[config.mk]
export PLATFORM = sky130hd
export DESIGN_NAME = iq_upconverter
export DESIGN_NICKNAME = d
export VERILOG_FILES = /design/src/rtl/iq_upconverter.sv
export SDC_FILE = /design/constraint.sdc
export NUM_CORES = 1
export LEC_CHECK = 0
export ABC_AREA = 1
export CORE_MARGIN = 5
export CORE_UTILIZATION = 59
export CTS_CLUSTER_DIAMETER = 120
export DETAILED_ROUTE_END_ITERATION = 7
export PLACE_DENSITY = 0.8
export SLEW_MARGIN = 30
export SYNTH_ARGS = -nofsm -noshare
export SYNTH_HDL_FRONTEND = slang
export SYNTH_SLANG_ARGS = --single-unit
[constraint.sdc]
create_clock -name CLK -period 8.2 [get_ports CLK]
set_clock_uncertainty 0.15 [all_clocks]
set_input_delay 2.05 -clock CLK [delete_from_list [all_inputs] [get_ports CLK]]
set_output_delay 2.05 -clock CLK [all_outputs]
set_load 0.01 [all_outputs]
[src/rtl/iq_upconverter.sv]
// Baseband I/Q upconverter: FIFO-buffered sample pairs held for HOLD clocks and
// mixed with an external NCO as out = I*cos - Q*sin, rounded and saturated.
module iq_upconverter #(
   parameter int N     = 14,
   parameter int HOLD  = 50,
   parameter int DEPTH = 4
) (
   input  logic                      CLK,
   input  logic                      reset,
   input  logic                      enable,
   input  logic signed [N-1:0]       I_in,
   input  logic signed [N-1:0]       Q_in,
   input  logic                      in_valid,
   output logic                      in_ready,
   input  logic signed [N-1:0]       nco_cos,
   input  logic signed [N-1:0]       nco_sin,
   input  logic                      nco_valid,
   output logic signed [N-1:0]       out,
   output logic                      out_valid,
   output logic                      underrun,
   output logic [$clog2(DEPTH):0]    fifo_level,
   output logic [1:0]                dbg_state
);

   localparam int AW = $clog2(DEPTH);
   localparam int LW = AW + 1;
   localparam int CW = $clog2(HOLD);
   localparam int SW = 2 * N + 1;
   localparam logic signed [SW-1:0] HALF = {{(N + 2){1'b0}}, 1'b1, {(N - 2){1'b0}}};
   localparam logic signed [SW-1:0] MAXV = {{(N + 2){1'b0}}, {(N - 1){1'b1}}};
   localparam logic signed [SW-1:0] MINV = {{(N + 2){1'b1}}, {(N - 1){1'b0}}};

   // Debug encoding on dbg_state: IDLE=0, PRIME=1, RUN=2.
   typedef enum logic [1:0] {IDLE = 2'd0, PRIME = 2'd1, RUN = 2'd2} state_t;
   state_t state, state_next;

   logic signed [N-1:0]   mem_i [DEPTH];
   logic signed [N-1:0]   mem_q [DEPTH];
   logic [AW-1:0]         wr_ptr, rd_ptr;
   logic [CW-1:0]         cnt;
   logic signed [N-1:0]   hold_i, hold_q;
   logic                  push, pop, wrap, starve, flush, advance;
   logic signed [2*N-1:0] p_i, p_q;
   logic                  v1;
   logic signed [SW-1:0]  diff, rnd, shifted;
   logic signed [N-1:0]   sat;

   // Handshake: a pair transfers on every clock where in_valid and in_ready are both
   // high; in_ready depends only on the registered level, never on a same-cycle pop.
   assign in_ready  = (fifo_level != LW'(DEPTH));
   assign push      = in_valid && in_ready;
   assign wrap      = (state == RUN) && (cnt == CW'(HOLD - 1));
   assign flush     = (state_next == IDLE);
   assign advance   = nco_valid && (state == RUN);
   assign dbg_state = state;

   always_comb begin
      state_next = state;
      pop        = 1'b0;
      starve     = 1'b0;
      case (state)
         IDLE:  if (enable) state_next = PRIME;
         PRIME: begin
            if (!enable) state_next = IDLE;
            else if (fifo_level >= LW'(2)) begin
               state_next = RUN;
               pop        = 1'b1;
            end
         end
         RUN: begin
            if (!enable) state_next = IDLE;
            else if (wrap) begin
               if (fifo_level != '0) pop = 1'b1;
               else starve = 1'b1;
            end
         end
         default: state_next = IDLE;
      endcase
   end

   always_ff @(posedge CLK) begin
      if (push) begin
         mem_i[wr_ptr] <= I_in;
         mem_q[wr_ptr] <= Q_in;
      end
   end

   always_ff @(posedge CLK or posedge reset) begin
      if (reset) begin
         state      <= IDLE;
         wr_ptr     <= '0;
         rd_ptr     <= '0;
         fifo_level <= '0;
         cnt        <= '0;
         hold_i     <= '0;
         hold_q     <= '0;
         underrun   <= 1'b0;
      end else begin
         state <= state_next;
         if (push) wr_ptr <= wr_ptr + 1'b1;
         if (pop)  rd_ptr <= rd_ptr + 1'b1;
         if (push && !pop)      fifo_level <= fifo_level + 1'b1;
         else if (pop && !push) fifo_level <= fifo_level - 1'b1;
         if (state == RUN && state_next == RUN) cnt <= wrap ? '0 : cnt + 1'b1;
         else                                   cnt <= '0;
         // Outside RUN, or when the FIFO runs dry at a boundary, the carrier is muted.
         if (pop) begin
            hold_i <= mem_i[rd_ptr];
            hold_q <= mem_q[rd_ptr];
         end else if (starve || state_next != RUN) begin
            hold_i <= '0;
            hold_q <= '0;
         end
         if (starve) underrun <= 1'b1;
      end
   end

   assign diff    = {p_i[2*N-1], p_i} - {p_q[2*N-1], p_q};
   assign rnd     = diff + HALF;
   assign shifted = rnd >>> (N - 1);

   always_comb begin
      sat = shifted[N-1:0];
      if (shifted > MAXV)      sat = MAXV[N-1:0];
      else if (shifted < MINV) sat = MINV[N-1:0];
   end

   always_ff @(posedge CLK or posedge reset) begin
      if (reset) begin
         p_i       <= '0;
         p_q       <= '0;
         v1        <= 1'b0;
         out       <= '0;
         out_valid <= 1'b0;
      end else if (flush) begin
         v1        <= 1'b0;
         out       <= '0;
         out_valid <= 1'b0;
      end else begin
         v1 <= advance;
         if (advance) begin
            p_i <= $signed({{N{hold_i[N-1]}}, hold_i}) * $signed({{N{nco_cos[N-1]}}, nco_cos});
            p_q <= $signed({{N{hold_q[N-1]}}, hold_q}) * $signed({{N{nco_sin[N-1]}}, nco_sin});
         end
         out_valid <= v1;
         if (v1) out <= sat;
      end
   end

endmodule

# == Word-level counts from Yosys, hierarchy flattened ==
# Memory sizes are Yosys's and may differ from the RTL's.
# Cells that the tools add are included.
# word_totals
word_cells,80
out_inout_bits,22
mem_bits_rw,112
mem_count,2
ff_bits,116
# memory_table
name,words,word_bits,read_ports,rd_ports_with_merged_regs,write_ports,line,text
mem_i,4,14,1,0,1,37,logic signed [N-1:0] mem_i [DEPTH];
mem_q,4,14,1,0,1,38,logic signed [N-1:0] mem_q [DEPTH];
# op_classes
n_mux,30
n_eq_ne,6
mul,2
bitwise_logic,1
add_sub_neg,7
reduce_logical,16
order_cmp,3
# ops
op,n
$mux 14,7
$mul 14x14->28,2
$add 29x14->29 const B,1
$sub 28x28->29,1
$gt 16x14->1 const B,1
$lt 16x14->1 const B,1
$mux 1,13
$mux 6,2
$mux 2,4
$add 6x1->6 const B,1
$eq 6x6->1 const B,1
$logic_and 1x1->1,6
$mux 3,2
$pmux 2 s3,1
$reduce_bool 2->1,3
$add 2x1->2 const B,2
$eq 2x2->1 const B,2
$logic_not 2->1,2
$add 3x1->3 const B,1
$ge 3x2->1 const B,1
$ne 3x3->1 const B,1
$reduce_bool 3->1,1
$sub 3x1->3 const B,1
$eq 2x1->1 const B,1
6 further kinds,7

# == Depth between registers and ports, before layout ==
# Gate-level depths: netlist of run 1.
# depth
word_depth,8
mapped_depth,27
depth_no_buf,26

# == Worst setup path after synthesis of run 1 ==
# OpenSTA, ideal clock, no wires.
# synth_timing
path_type,input-to-reg
start,input port nco_cos[3]
end,register p_i[24]
setup_time_ps,117
path_slack_ps,961
arrival_time_ps,6972
required_time_ps,7933
cell_stages,19
path_cell_list,clkbuf_1 -> nand2_1 -> fa_1 -> fa_1 -> inv_1 -> fa_1 -> fa_1 -> fa_1 -> inv_1 -> fa_1 -> inv_1 -> ha_1 -> a21oi_1 -> o21ai_0 -> a21oi_1 -> o211ai_1 -> or2_2 -> nand3_1 -> nand2_1
# synth_between
elab_chain_len,1
# synth_lines
item,line,text
start: declaration,15,"input logic signed [N-1:0] nco_cos,"
$mul 14x14->28,142,"p_i <= $signed({{N{hold_i[N-1]}}, hold_i}) * $signed({{N{nco_cos[N-1]}}, nco_cos});"
end signal: assignment,142,
end: declaration,43,"logic signed [2*N-1:0] p_i, p_q;"
# No other way between the ends.
# A chain may end at the register's enable or synchronous reset.

# == Final worst setup path of run 1 ==
# layout_timing
start,input port nco_sin[4]
end,register p_q[25]
# layout_between
elab_chain_len,1
# layout_lines
item,line,text
start: declaration,16,"input logic signed [N-1:0] nco_sin,"
$mul 14x14->28,143,"p_q <= $signed({{N{hold_q[N-1]}}, hold_q}) * $signed({{N{nco_sin[N-1]}}, nco_sin});"
end signal: assignment,143,
end: declaration,43,
# No other way between the ends.

==> results of run 1 <==
cells in the final DEF, fill, tap and decap left out, drive strengths merged, types with 2 or more instances in the layout:
cell type,instances
inv,859
buf,47
nor2,125
o21bai,17
edfxtp,112
fa,391
ha,198
xnor2,29
clkinv,6
nor3,20
nor4,5
or2,9
xor2,27
clkdlybuf4s50,82
nand4,15
a211oi,2
nand2,819
a21o,5
nand3,82
a21oi,139
a21boi,2
o211ai,2
dfrtp,116
a221o,28
clkbuf,34
o21ai,123
and2,2
a31oi,7
worst max path at each step:
stage | to | depth (start not counted)
finish | p_q[25]$_DFFE_PP0P_ | 21
global route | p_i[24]$_DFFE_PP0P_ | 21
CTS | p_q[25]$_DFFE_PP0P_ | 21
detailed placement | p_q[25]$_DFFE_PP0P_ | 21
global placement | p_i[24]$_DFFE_PP0P_ | 19
floorplan | p_i[24]$_DFFE_PP0P_ | 19
layout make-up:
cell class / count / area [um2] / area share, %
multi-input combinational: 2055 / 17000 / 58.3
clock buffer: 34 / 659 / 2.26
sequential: 228 / 6270 / 21.4
tap: 600 / 751 / 2.57
inverter: 856 / 3220 / 11.0
clock inverter: 11 / 119 / 0.407
timing repair buffer: 129 / 1180 / 4.03
cell families (layout without fill, tap and decap cells):
logic type,Yosys count,in the layout,synth area share [%]
XOR/XNOR,56,56,1.82
adder cells (fa/ha/maj),589,589,38.3
AO/OA/AOI/OAI,329,329,7.03
flip-flops,228,228,23.3
buffers and inverters,949,1030,13.4
multiplexers,1,1,0.0419
AND/OR/NAND/NOR,1080,1080,16.1
worst max-delay path, delay by kind of cell:
kind	cells	cell delay, ns
AND/OR/NAND/NOR	7	0.92
adder cells (fa/ha/maj)	7	3.47
AO/OA/AOI/OAI	2	0.33
buffers and inverters	5	1.14
metal layers:
layer	routed length [um]	GRT usage [%]	part of all wire, %
met1	25300	33.5	41
met2	30400	44.3	49
met3	4090	4.14	6.6
met4	1970	7.67	3.2
met5	0	0	0
state kept, by name, indices dropped and copies added, names as in the netlist:
name,cells
p_q,28
out_valid,1
underrun,1
wr_ptr,2
v1,1
dbg_state,2
mem_i,56
mem_q,56
out,14
p_i,28
hold_q,14
cnt,6
hold_i,14
fifo_level,3
rd_ptr,2
stage by stage:
step | hold slack [ns] | std cells | setup slack, ns | util [%] | instance area, um2
floorplan | 0.298 | 3232 | 0.961 | - | 26900
global placement | 0.313 | 3868 | 0.144 | 62.9 | 28400
detailed placement | 0.320 | 3868 | 0.0540 | 62.9 | 28400
CTS | 0.333 | 3913 | 0.621 | 64.7 | 29200
global route | 0.340 | 3913 | 0.212 | 64.7 | 29200
finish | 0.329 | 3913 | 0.540 | 64.7 | 29200
==> impl_metrics.toml, run 1 <==
[clock_network]
cts-root-buf = "clkbuf_16"
cts_tree = "yes"
clockBufferDepth = 3
h-tree-depth = 1
cts_buffers = 25
clkTransAtPathRegs_ns = 0.06
post_cts_buffers = 0
hold_buffers = 0
clock_latency_ns = 0.55
cts_resized = 0
clock-sinks = 228

[worst_setup_path]
r2r_slack_ns = 1.91
worst_r2r_endpoint = "p_i[24]$_DFFE_PP0P_"
criticalPathCategory = "input pin to flop"
crit_chain = "clkdlybuf4s50_1 -> nand2_1 -> fa_1 -> fa_1 -> inv_1 -> fa_1 -> fa_1 -> fa_1 -> inv_1 -> fa_1 -> inv_1 -> ha_1 -> nand2_1 -> nor2_1 -> inv_1 -> nor3_1 -> o21ai_0 -> nand3_1 -> nand2_1 -> nand3_1 -> o21ai_0"
critPathRequiredTime_ns = 8.45
crit_path_start_kind = "input pin"
cp_max_fo = 10
endpoint_kind = "flop"
crit_top_cell = "fa_1"
r2r_start = "hold_i[13]$_DFFE_PP0P_"
rr_worst_depth = 18
max_stage_delay_ns = 0.75
startpoint = "nco_sin[4]"
arrival_ns = 7.91
cpMaxStageDelayCell = "clkdlybuf4s50_1"

[place]
place_congestion = 0.985
port_buffers = 82
hpwl_um = 50000

[detailed_routing]
routed_wl_um = 61800
drc = 0
postRouteAntennaNets = 0
via_count = 20500
drt_iter0_drc = 1364
via_per_inst = 5.24
drt_pre_antenna_iters = 5
drt-wirelength-per-cell_um = 15.8

[timing]
final_hold_viol_count = 0
setup_tns_ns = 0
maxSlewHeadroom_pct = 43.0
max_freq_mhz = 131
slew_violations = 0
rsz0062_at_grt = "no"
final-setup-viol-count = 0
min_period_over_period_pct = 93.4
worst_pin_slew_ns = 0.846
period_needed_ns = 7.66

[grt]
antenna_found_initial = 0
grt_pass1_wl_um = 106000
grt_pass1_vias = 22000
grt_usage_pct = 25.6
grt_start_max_net_pins = 75
grt_remaining_overflow = 0

[floorplan]
ios = 83
row_count = 78
core-area_mm2 = 0.0452
die_area_mm2 = 0.0499
die_h_um = 223
start_util_pct = 59.5
die_w_um = 223

[yosys]
seq_area_frac_synth_pct = 23.3
yosys.cell_count.top_type = "inv_1"
synth-async-reset-ratio_pct = 50.9
synth_nets = 3882
yosys-top-cells-area = "fa_1, edfxtp_1, inv_1, nand2_1, dfrtp_1"
synth_ff_type = "dfrtp_1"
yosys.area.top_type = "fa_1"
synth-seq-cells = 228
syn_area_mm2 = 0.0269
syn-instance-count = 3232
synth_top_area_share_pct = 29.1
netlist_top_cells_count = "inv_1, nand2_1, fa_1"
syn_avg_cell_area_um2 = 8.32
yosysWarnings = 0
ys_types = 49
synth_edf_count = 112

[layout]
n_antenna_cell = 0
fin_nets = 3945
syn2layout_area_growth_pct = 8.69
drive_gt1_share_pct = 3.65
fillers = 3632

[hold_path]
min_path_type = "flop to flop"
hold-path-endpoint = "out[7]$_DFFE_PP0P_"
hp-start = "out[7]$_DFFE_PP0P_"
holdPathStages = 2

[status]
status = "finished, final reports clean"

[job]
max-cap-violations = 0
Power of run 1 is left out: the tool's default activity adds up to more than one toggle a clock period on the data nets, which glitch-free logic cannot reach.
==> run 2, diff against run 1 <==
CTS_CLUSTER_DIAMETER = default   (was 120)
==> impl_metrics.toml, run 2 (synthesis gave the netlist of run 1 again) <==
[status]
status = "finished, final reports clean"

[worst_setup_path]
critPathCapture = "p_q[25]$_DFFE_PP0P_"
worst_r2r_endpoint = "p_i[24]$_DFFE_PP0P_"
startpoint = "nco_sin[4]"
cp_max_fo = 10
crit_path_start_kind = "input pin"
arrival_ns = 7.90
cpMaxStageDelayCell = "clkdlybuf4s50_1"
rr_worst_depth = 18
r2r_slack_ns = 1.89
r2r_start = "hold_i[13]$_DFFE_PP0P_"
endpoint_kind = "flop"
crit_top_cell = "fa_1"
critPathTopFamily = "adder cells"
worst-path-buf-inv = 5
crit_chain = "clkdlybuf4s50_1 -> nand2_1 -> fa_1 -> fa_1 -> inv_1 -> fa_1 -> fa_1 -> fa_1 -> inv_1 -> fa_1 -> inv_1 -> ha_1 -> nand2_1 -> nor2_1 -> inv_1 -> nor3_1 -> o21ai_0 -> nand3_1 -> nand2_1 -> nand3_1 -> o21ai_0"
critPathRequiredTime_ns = 8.45
criticalPathCategory = "input pin to flop"
worst-path-stages = 21
max_stage_delay_ns = 0.75

[floorplan]
core-area_mm2 = 0.0452
die_area_mm2 = 0.0499
ios = 83
row_count = 78
start_util_pct = 59.5
die_h_um = 223
die_w_um = 223

[detailed_routing]
drt-wirelength-per-cell_um = 15.9
postRouteAntennaNets = 0
routed_wl_um = 62100
via_count = 20500
drc = 0
drt_pre_antenna_iters = 7
via_per_inst = 5.25
drt_iter0_drc = 1510

[timing]
period_needed_ns = 7.65
final-setup-viol-count = 0
max_freq_mhz = 131
maxSlewHeadroom_pct = 45.2
setup_tns_ns = 0
worst_pin_slew_ns = 0.820
min_period_over_period_pct = 93.3
final_hold_viol_count = 0
slew_violations = 0
rsz0062_at_grt = "no"

[layout]
drive_gt1_share_pct = 3.68
layout_commonest_cell = "inv_1"
regArea_mm2 = 0.00627
multi_input_area_mm2 = 0.0170
layout_common_cells = "inv_1, nand2_1, fa_1, ha_1, a21oi_1"
n_antenna_cell = 0
reg_top3 = "mem_i (56), mem_q (56)"
fin_nets = 3945
syn2layout_area_growth_pct = 8.62
fillers = 3631

[clock_network]
post_cts_buffers = 0
cts_buffers = 25
clkTransAtPathRegs_ns = 0.06
hold_buffers = 0
clock_latency_ns = 0.57
clock-sinks = 228
cts_resized = 0
h-tree-depth = 1
cts_tree = "yes"
cts-root-buf = "clkbuf_16"
clockBufferDepth = 3

[grt]
grt_pass1_wl_um = 106000
grt_start_max_net_pins = 75
grt_remaining_overflow = 0
grt_usage_pct = 25.7
antenna_found_initial = 0
grt_pass1_vias = 21900

[place]
place_congestion = 0.985
port_buffers = 82
hpwl_um = 50000

[hold_path]
min_path_type = "flop to flop"

[job]
max-cap-violations = 0
[run 2: cell count changes in the layout (fill, tap and decap cells not counted)]
cell,change
bufinv_16,-1
clkbuf_1,-1
clkinvlp_4,+1
clkinv_8,-1
inv_8,+1
clkbuf_8,+1
[run 2: how the worst min path moves through the flow]
| stage | cells past startpoint | to | from |
|---|---|---|---|
| 2_1_floorplan | 2 | p_i[1]$_DFFE_PP0P_ | p_i[1]$_DFFE_PP0P_ |
| 3_3_place_gp | 2 | out[6]$_DFFE_PP0P_ | out[6]$_DFFE_PP0P_ |
| 3_5_place_dp | 2 | out[7]$_DFFE_PP0P_ | out[7]$_DFFE_PP0P_ |
| 4_1_cts | 2 | p_i[2]$_DFFE_PP0P_ | p_i[2]$_DFFE_PP0P_ |
| 5_1_grt | 2 | p_q[20]$_DFFE_PP0P_ | p_q[20]$_DFFE_PP0P_ |
| 6_report | 2 | out[7]$_DFFE_PP0P_ | out[7]$_DFFE_PP0P_ |
[run 2: tightest hold or removal path: cells and delay by family (launching register included)]
kind          cells  cell delay, ns
simple gates      2            0.10
flops             1            0.34
[run 2: final cells by class]
cell class,count,area share [%]
timing repair buffer,129,4.03
tap,600,2.57
clock inverter,11,0.313
sequential,228,21.5
multi-input combinational,2055,58.3
clock buffer,34,2.29
inverter,856,11.0
[run 2: per-layer routing]
layer	GRT usage (%)	wire (um)	vias to the layer above
li1	-	-	9808
met1	33.5	25300	9868
met2	44.5	30500	713
met3	4.29	4340	155
met4	7.43	1990	0
met5	0	0	-
[run 2: stage by stage]
stage | setup WS, ns | area, um2 | hold WS (ns) | utilization (%) | std cells
3_5_place_dp | 0.0540 | 28400 | 0.320 | 62.9 | 3868
4_1_cts | 0.617 | 29200 | 0.333 | 64.6 | 3913
2_1_floorplan | 0.961 | 26900 | 0.298 | - | 3232
6_report | 0.549 | 29200 | 0.329 | 64.6 | 3913
3_3_place_gp | 0.144 | 28400 | 0.313 | 62.9 | 3868
5_1_grt | 0.213 | 29200 | 0.339 | 64.6 | 3913
Power of run 2 is left out for the same reason.
